<file path="config.mk">
export PLATFORM = sky130hd
export DESIGN_NAME = tea_seq_core
export DESIGN_NICKNAME = d
export VERILOG_FILES = /design/src/rtl/tea_seq_core.sv
export SDC_FILE = /design/constraint.sdc
export NUM_CORES = 2
export LEC_CHECK = 0
export CORE_ASPECT_RATIO = 1.1
export CORE_MARGIN = 8
export CORE_UTILIZATION = 45
export CTS_BUF_LIST = sky130_fd_sc_hd__clkbuf_8
export DETAILED_ROUTE_END_ITERATION = 7
export PLACE_DENSITY = 0.67
export SLEW_MARGIN = 20
export SYNTH_ARGS = -nofsm -noshare
export SYNTH_HDL_FRONTEND = slang
export SYNTH_SLANG_ARGS = --single-unit
</file>
<file path="constraint.sdc">
create_clock -name clk -period 10.4 [get_ports clk]
set_input_delay 2.6 -clock clk [delete_from_list [all_inputs] [get_ports clk]]
set_output_delay 2.6 -clock clk [all_outputs]
set_load 0.02 [all_outputs]
</file>
<file path="src/rtl/tea_seq_core.sv">
// tea_seq_core: multi-cycle TEA encrypt/decrypt engine with valid/ready handshakes.
// Define TEA_SEQ_HALF_ROUND_EN to use one F instance and a half-step per RUN cycle.
module tea_seq_core #(
    parameter int          ROUNDS = 32,
    parameter logic [31:0] DELTA  = 32'h9E3779B9
) (
    input  logic         clk,
    input  logic         rst_n,
    input  logic         in_valid,
    output logic         in_ready,
    input  logic         in_decrypt,
    input  logic [63:0]  in_v,
    input  logic [127:0] in_k,
    output logic         out_valid,
    input  logic         out_ready,
    output logic [63:0]  out_v,
    output logic         busy
);
    localparam int CW = $clog2(ROUNDS + 1);
    localparam logic [CW-1:0] LAST = CW'(ROUNDS - 1);
    localparam logic [31:0] SUM_DEC = 32'(ROUNDS * DELTA);

    typedef enum logic [1:0] {IDLE, RUN, DONE} state_t;
    state_t state, state_n;

    logic [31:0]   v0, v1, sum, v0_n, v1_n, sum_n;
    logic [127:0]  k;
    logic          dec, last;
    logic [CW-1:0] cnt;

    function automatic logic [31:0] f(input logic [31:0] x, ka, kb, s);
        return ((x << 4) + ka) ^ (x + s) ^ ((x >> 5) + kb);
    endfunction

`ifdef TEA_SEQ_HALF_ROUND_EN
    logic        phase, hs, sum_up;
    logic [31:0] w, wn;
    // hs selects the v1-update half: encrypt second half, decrypt first half
    always_comb begin
        hs     = dec ^ phase;
        sum_up = !dec && !phase;
        w      = hs ? v1 : v0;
        wn     = dec ? w - f(hs ? v0 : v1, hs ? k[95:64] : k[31:0], hs ? k[127:96] : k[63:32], sum_up ? sum + DELTA : sum)
                     : w + f(hs ? v0 : v1, hs ? k[95:64] : k[31:0], hs ? k[127:96] : k[63:32], sum_up ? sum + DELTA : sum);
        v0_n   = hs ? v0 : wn;
        v1_n   = hs ? wn : v1;
        sum_n  = sum_up ? sum + DELTA : (dec && phase) ? sum - DELTA : sum;
        last   = phase && (cnt == LAST);
    end
`else
    logic [31:0] a, b;
    // a is the word updated first (v0 encrypt, v1 decrypt); b is updated from it
    always_comb begin
        sum_n = dec ? sum - DELTA : sum + DELTA;
        a     = dec ? v1 - f(v0, k[95:64], k[127:96], sum)
                    : v0 + f(v1, k[31:0], k[63:32], sum_n);
        b     = dec ? v0 - f(a, k[31:0], k[63:32], sum)
                    : v1 + f(a, k[95:64], k[127:96], sum_n);
        v0_n  = dec ? b : a;
        v1_n  = dec ? a : b;
        last  = cnt == LAST;
    end
`endif

    always_comb begin
        state_n   = state;
        in_ready  = state == IDLE;
        out_valid = state == DONE;
        busy      = state != IDLE;
        case (state)
            IDLE:    state_n = in_valid ? RUN : IDLE;
            RUN:     state_n = last ? DONE : RUN;
            DONE:    state_n = out_ready ? IDLE : DONE;
            default: state_n = IDLE;
        endcase
    end

    always_ff @(posedge clk or negedge rst_n) begin
        if (!rst_n) begin
            state <= IDLE;
            v0    <= '0;
            v1    <= '0;
            sum   <= '0;
            cnt   <= '0;
            k     <= '0;
            dec   <= 1'b0;
            out_v <= '0;
`ifdef TEA_SEQ_HALF_ROUND_EN
            phase <= 1'b0;
`endif
        end else begin
            state <= state_n;
            if (state == IDLE && in_valid) begin
                v0  <= in_v[63:32];
                v1  <= in_v[31:0];
                k   <= in_k;
                dec <= in_decrypt;
                sum <= in_decrypt ? SUM_DEC : 32'h0;
                cnt <= '0;
`ifdef TEA_SEQ_HALF_ROUND_EN
                phase <= 1'b0;
`endif
            end else if (state == RUN) begin
                v0  <= v0_n;
                v1  <= v1_n;
                sum <= sum_n;
`ifdef TEA_SEQ_HALF_ROUND_EN
                phase <= ~phase;
                if (phase)
                    cnt <= cnt + 1'b1;
`else
                cnt <= cnt + 1'b1;
`endif
                if (last)
                    out_v <= {v0_n, v1_n};
            end
        end
    end
endmodule

</file>
Word level (Yosys, flattened, before mapping)
Cells that the tools add are included.
W data, S select, Z words.
{ "classes": {"add_sub_neg": 19, "eq_ne": 3, "muxes": 18, "bitwise_logic": 9, "reduce_logical": 5} }
{ "ops": {"columns": ["op", "count"], "rows": [
  ["$mux W32", 12],
  ["$add A32 B32 Y32", 10],
  ["$xor A32 B32 Y32", 8],
  ["$add A27 B32 Y32", 4],
  ["$sub A32 B32 Y32", 2],
  ["$add A32 B32 Y32 const B", 1],
  ["$sub A32 B32 Y32 const B", 1],
  ["$mux W6", 2],
  ["$add A6 B1 Y6 const B", 1],
  ["$eq A6 B5 Y1 const B", 1],
  ["$pmux W2 S3", 1],
  ["$mux W2", 2],
  ["$reduce_bool A2 Y1", 2],
  ["$reduce_and A3 Y1", 1],
  ["$eq A2 B1 Y1 const B", 1],
  ["$eq A2 B2 Y1 const B", 1],
  ["$logic_not A2 Y1", 1],
  ["$logic_and A1 B1 Y1", 1],
  ["$mux W1", 1],
  ["$not A1 Y1", 1]
]} }
{ "word_totals": {"ff_bits": 297, "elab_cells": 62} }

Depth between registers and ports, before layout
{ "depth": {"word_depth": 15, "mapped_depth": 57, "ltp_nobuf": 54} }

Least setup slack after synthesis
No wires, ideal clock.
{ "synth_path": {"kind": "flip-flop to flip-flop", "startpoint": "register dec", "endpoint": "register v1[31]", "setup_time_ns": 0.129, "arrival_time_ns": 10.932, "slack_ns": -0.661, "stages_incl_launch_ff": 55, "n_path_buf": 3, "period_less_slack_ns": 11.061, "cell_sequence": "dfrtp_1 -> clkbuf_1 -> clkinv_1 -> clkbuf_1 -> clkbuf_1 -> ha_1 -> a21oi_1 -> o21bai_1 -> a21oi_1 -> o21bai_1 -> a21oi_1 -> o21bai_1 -> a21oi_1 -> xnor2_1 -> ha_1 -> nand2_1 -> or3_1 -> o211a_1 -> (+19 left out) -> a311o_1 -> nand3_1 -> o21ai_0 -> xnor2_1 -> xnor2_1 -> xor2_1 -> ha_1 -> a21oi_1 -> nand2_1 -> a21oi_1 -> o31ai_1 -> a31oi_1 -> xnor3_1 -> xnor2_1 -> xnor2_1 -> xnor2_1 -> o21a_1 -> o21ai_1"} }
{ "synth_between": {"elab_chain_cells": 14} }
{ "synth_rtl": {"columns": ["element", "line", "rtl"], "rows": [
  ["start, declared", "28", "logic dec, last;"],
  ["start signal, assigned", "97", "dec <= in_decrypt;"],
  ["$mux W32", "54", "sum_n = dec ? sum - DELTA : sum + DELTA;"],
  ["$add A32 B32 Y32", "32", "return ((x << 4) + ka) ^ (x + s) ^ ((x >> 5) + kb);"],
  ["$xor A32 B32 Y32 (2 in a row)", "32", null],
  ["$add A32 B32 Y32", "56", ": v0 + f(v1, k[31:0], k[63:32], sum_n);"],
  ["$mux W32", "55", "a = dec ? v1 - f(v0, k[95:64], k[127:96], sum)"],
  ["$add A32 B32 Y32", "32", null],
  ["$xor A32 B32 Y32 (2 in a row)", "32", null],
  ["$add A32 B32 Y32 / $sub A32 B32 Y32 (equally long branches)", "58, 57", null],
  ["$mux W32", "57", "b = dec ? v0 - f(a, k[31:0], k[63:32], sum)"],
  ["$mux W32 (*)", "60", "v1_n = dec ? a : b;"],
  ["$mux W32 (*)", "103", "end else if (state == RUN) begin"],
  ["$mux W32 (*)", "93", "if (state == IDLE && in_valid) begin"],
  ["end signal, assigned", "95", "v1 <= in_v[31:0];"],
  ["end signal, assigned", "105", "v1 <= v1_n;"],
  ["end, declared", "26", "logic [31:0] v0, v1, sum, v0_n, v1_n, sum_n;"]
]} }
Every way passes the cells marked *; elsewhere a longest branch is shown, timed or not. The select of a mux whose other input is x is not followed.
A chain may end at the register's enable or synchronous reset.

Final worst setup path
{ "layout_path": {"startpoint": "register dec", "endpoint": "register v1[30]"} }
Same word-level chain as after synthesis.

==> impl_results.md <==
- Global Route Usage Sum: 32.13%
- R2R cell count: 50
- Most frequent CP cell: buf_4
- Total grt overflow: 0
- Initial Util: 45.55%
- Yosys top cell area share: 20.28%
- Worst reg2reg setup slack: 0.13 ns
- Core area: 80460 um2
- First-pass GRT wire length: 222000 um
- Htree depth: 2
- DRC viols: 0
- Crit path kind: flop to flop
- Nature of the critical path endpoint: flop
- Non-Filler Instances: 6476
- Synth Flop Type: dfrtp_1
- Worst r2r src: dec$_DFFE_PN0P_
- Area leader, netlist: dfrtp_1
- Rows: 109
- Die H: 315.3 um
- Cts bufs inserted: 55
- Fraction of layout instances using a drive strength above 1: 17.69%
- Clock Sinks: 297
- WL/cell: 23.46 um
- Hpwl dp: 125200 um
- Number of global-route vias before repair: 36.78k
- Pins Over Slew Limit: 0
- Syn Nets: 5262
- EDFF count, synth: 0
- Max cap viols: 0
- HP Class: flop to flop
- Distinct cell type count after synthesis: 78
- Setup crit start kind: flop
- Synth async-reset ratio: 100.0%
- Hold path cells: 2
- Mapped cell area: 36650 um2
- Fillers: 7398
- Arr. time, crit path: 10.84 ns
- Hold path endpoint: out_v[35]$_DFFE_PN0P_
- Crit-path slowest cell: dfrtp_4
- Clock transition at the registers of the reported paths: 0.07 ns
- Routed WL: 152000 um
- Synth Register Bits: 297
- Root Driver: clkbuf_8
- Die ar.: 90840 um2
- Max Clock Freq: 0.09734 GHz
- I/O Buffers: 263
- Final hold viol count: 0
- Die Width: 288.1 um
- CTS max path bufs: 3
- GPL Wtd Cong: 1.050
- Max transition margin: 36.42%
- Layout Skew: 0.04092 ns
- Antenna-violating nets left: 0
- Antenna violations before repair: 12
- Area Overhead vs Synth: 29.67%
- Hold Path Origin: out_v[35]$_DFFE_PN0P_
- Final min period: 10.27 ns
- Io pins: 264
- Nets: 6108
- Mapped Cells: 4526
- Drt via density: 5.854
- Status: finished, final reports clean
- Via count: 37.91k
- Sequential fraction of the synthesis area: 20.28%
- TritonCTS clock tree: yes
- 1st-iter DRT viols: 3726
- # placed instances: 6327
- Required time of the critical path: 10.97 ns
- Worst-Skew Late Latency: 0.73 ns
- Tcrit/Tclk final: 98.78%
- Count of final setup violators: 0
- RSZ-0062 raised after global routing: true
- Yosys warns: 0
- Critical R2R Capture: v1[30]$_DFFE_PN0P_
- Top cells by area, synth: dfrtp_1, ha_1, xnor2_1
- Worst path max stage delay: 0.52 ns
- Worst slew pin tran: 0.9527 ns
- Synthesized area per cell: 8.098 um2
- Largest net degree at the start of global routing: 138
- Crit-path max FO: 6
- Initial DRT Pass Iterations: 5
[worst max-delay path by stage]
stage	from	to	slack, ns	cells after the start
4_1_cts	dec$_DFFE_PN0P_	out_v[31]$_DFFE_PN0P_	-0.002	56
5_1_grt	dec$_DFFE_PN0P_	out_v[31]$_DFFE_PN0P_	-0.34	54
3_3_place_gp	dec$_DFFE_PN0P_	out_v[31]$_DFFE_PN0P_	-0.35	52
6_report	dec$_DFFE_PN0P_	v1[30]$_DFFE_PN0P_	0.13	50
2_1_floorplan	dec$_DFFE_PN0P_	v1[31]$_DFFE_PN0P_	0.05	54
3_5_place_dp	dec$_DFFE_PN0P_	out_v[31]$_DFFE_PN0P_	-0.44	52
[worst max-delay path: cells and delay by family, from the launching register on]
kind,cells,cell delay (ns)
buffers and inverters,9,1.46
AOI/OAI and AO/OA,22,3.81
muxes,1,0.34
adders and majority gates,5,1.58
xor gates and xnor gates,10,1.88
and+or+nand+nor,3,0.54
DFF,1,0.52
[routing by layer]
layer / track usage, % / wire (um) / up-vias
li1: - / - / 17930
met1: 46.72 / 67620 / 18050
met2: 47.96 / 62940 / 1668
met3: 6.473 / 16900 / 265
met4: 8.689 / 4446 / 6
met5: 0 / 50 / -
[what timing repair did]
item | in CTS | in global routing
cloned | 0 | 0
hold buffers | 0 | 0
setup endpoints to repair | 18 | 31
pin swaps | 21 | 164
gates resized for setup | 31 | 222
buffers inserted | 5 | 38
[cells in the mapped netlist (all sizes together) (12+ instances only)]
library cell	count
a221o	12
a21o	241
nor2	194
inv	115
xor2	128
dfrtp	297
o21bai	52
o31ai	21
and3	31
o211ai	20
a21boi	36
ha	522
a31oi	45
o21ai	314
o21a	80
clkbuf	93
nor3	48
nor2b	46
fa	17
a22oi	59
a211oi	34
a21oi	395
or2	17
nand2	724
nand3	73
xnor2	606
and2	12
nand4	26
or3	14
nand2b	59
a31o	12
[flip-flops by register name, indices dropped and copies added (netlist names)]
signal,count
v1,32
dec,1
sum,32
state,2
k,128
out_v,64
cnt,6
v0,32
[cell type report]
| cell class | instances | area (um2) | area share [%] |
|---|---|---|---|
| inverters | 116 | 437.9 | 0.9215 |
| diodes | 8 | 20.02 | 0.04213 |
| repair buffers | 893 | 7488 | 15.76 |
| well taps | 1054 | 1319 | 2.775 |
| multi-input cells | 4009 | 29580 | 62.25 |
| clock inverters | 30 | 287.8 | 0.6055 |
| clock buffers | 69 | 949.7 | 1.998 |
| flip-flops and latches | 297 | 7436 | 15.65 |
[cell families after synthesis]
kind of cell / after synthesis / synth area share [%]
AOI/OAI and AO/OA: 1430 / 24.96
and+or+nand+nor: 1282 / 15.34
xor gates and xnor gates: 739 / 17.87
adders and majority gates: 539 / 18.75
DFF: 297 / 20.28
buffers and inverters: 220 / 2.253
muxes: 19 / 0.5531
[metrics by stage]
step                      hold WS [ns]  setup WS, ns  setup TNS [ns]  util [%]  area [um2]
after global routing            0.4979       -0.3407          -2.418     59.04       47510
final                           0.4755        0.1269               0     59.06       47520
after CTS                       0.4848     -0.001661       -0.001661     57.38       46170
after global placement          0.4616       -0.3481          -1.571     55.62       44760
after detailed placement        0.4702       -0.4411          -3.570     55.62       44760
after floorplan                 0.4558       0.04872               0         -       36670
[placed cells by master, fill, tap and decap left out, types with 20 or more instances in the layout]
cell type and count:
nand3_1 68, a31oi_1 39, o21a_1 78, nor3_1 43, clkbuf_8 69, a21boi_0 33, clkdlybuf4s50_1 262, nand4_1 26
o21ai_1 25, and3_1 29, o211ai_1 20, dfrtp_1 296, nand2b_1 58, o21bai_1 50, a22oi_1 59, nor2_1 186
nor2b_1 41, buf_4 615, a21o_1 241, a211oi_1 24, a21oi_1 352, xor2_1 123, nand2_1 714, ha_1 501
xnor2_1 579, o21ai_0 280, inv_1 125, xnor2_2 27, a21oi_2 38
Power is not shown: default switching activity piles up to over one toggle a cycle in this logic, so the estimate is an artifact.
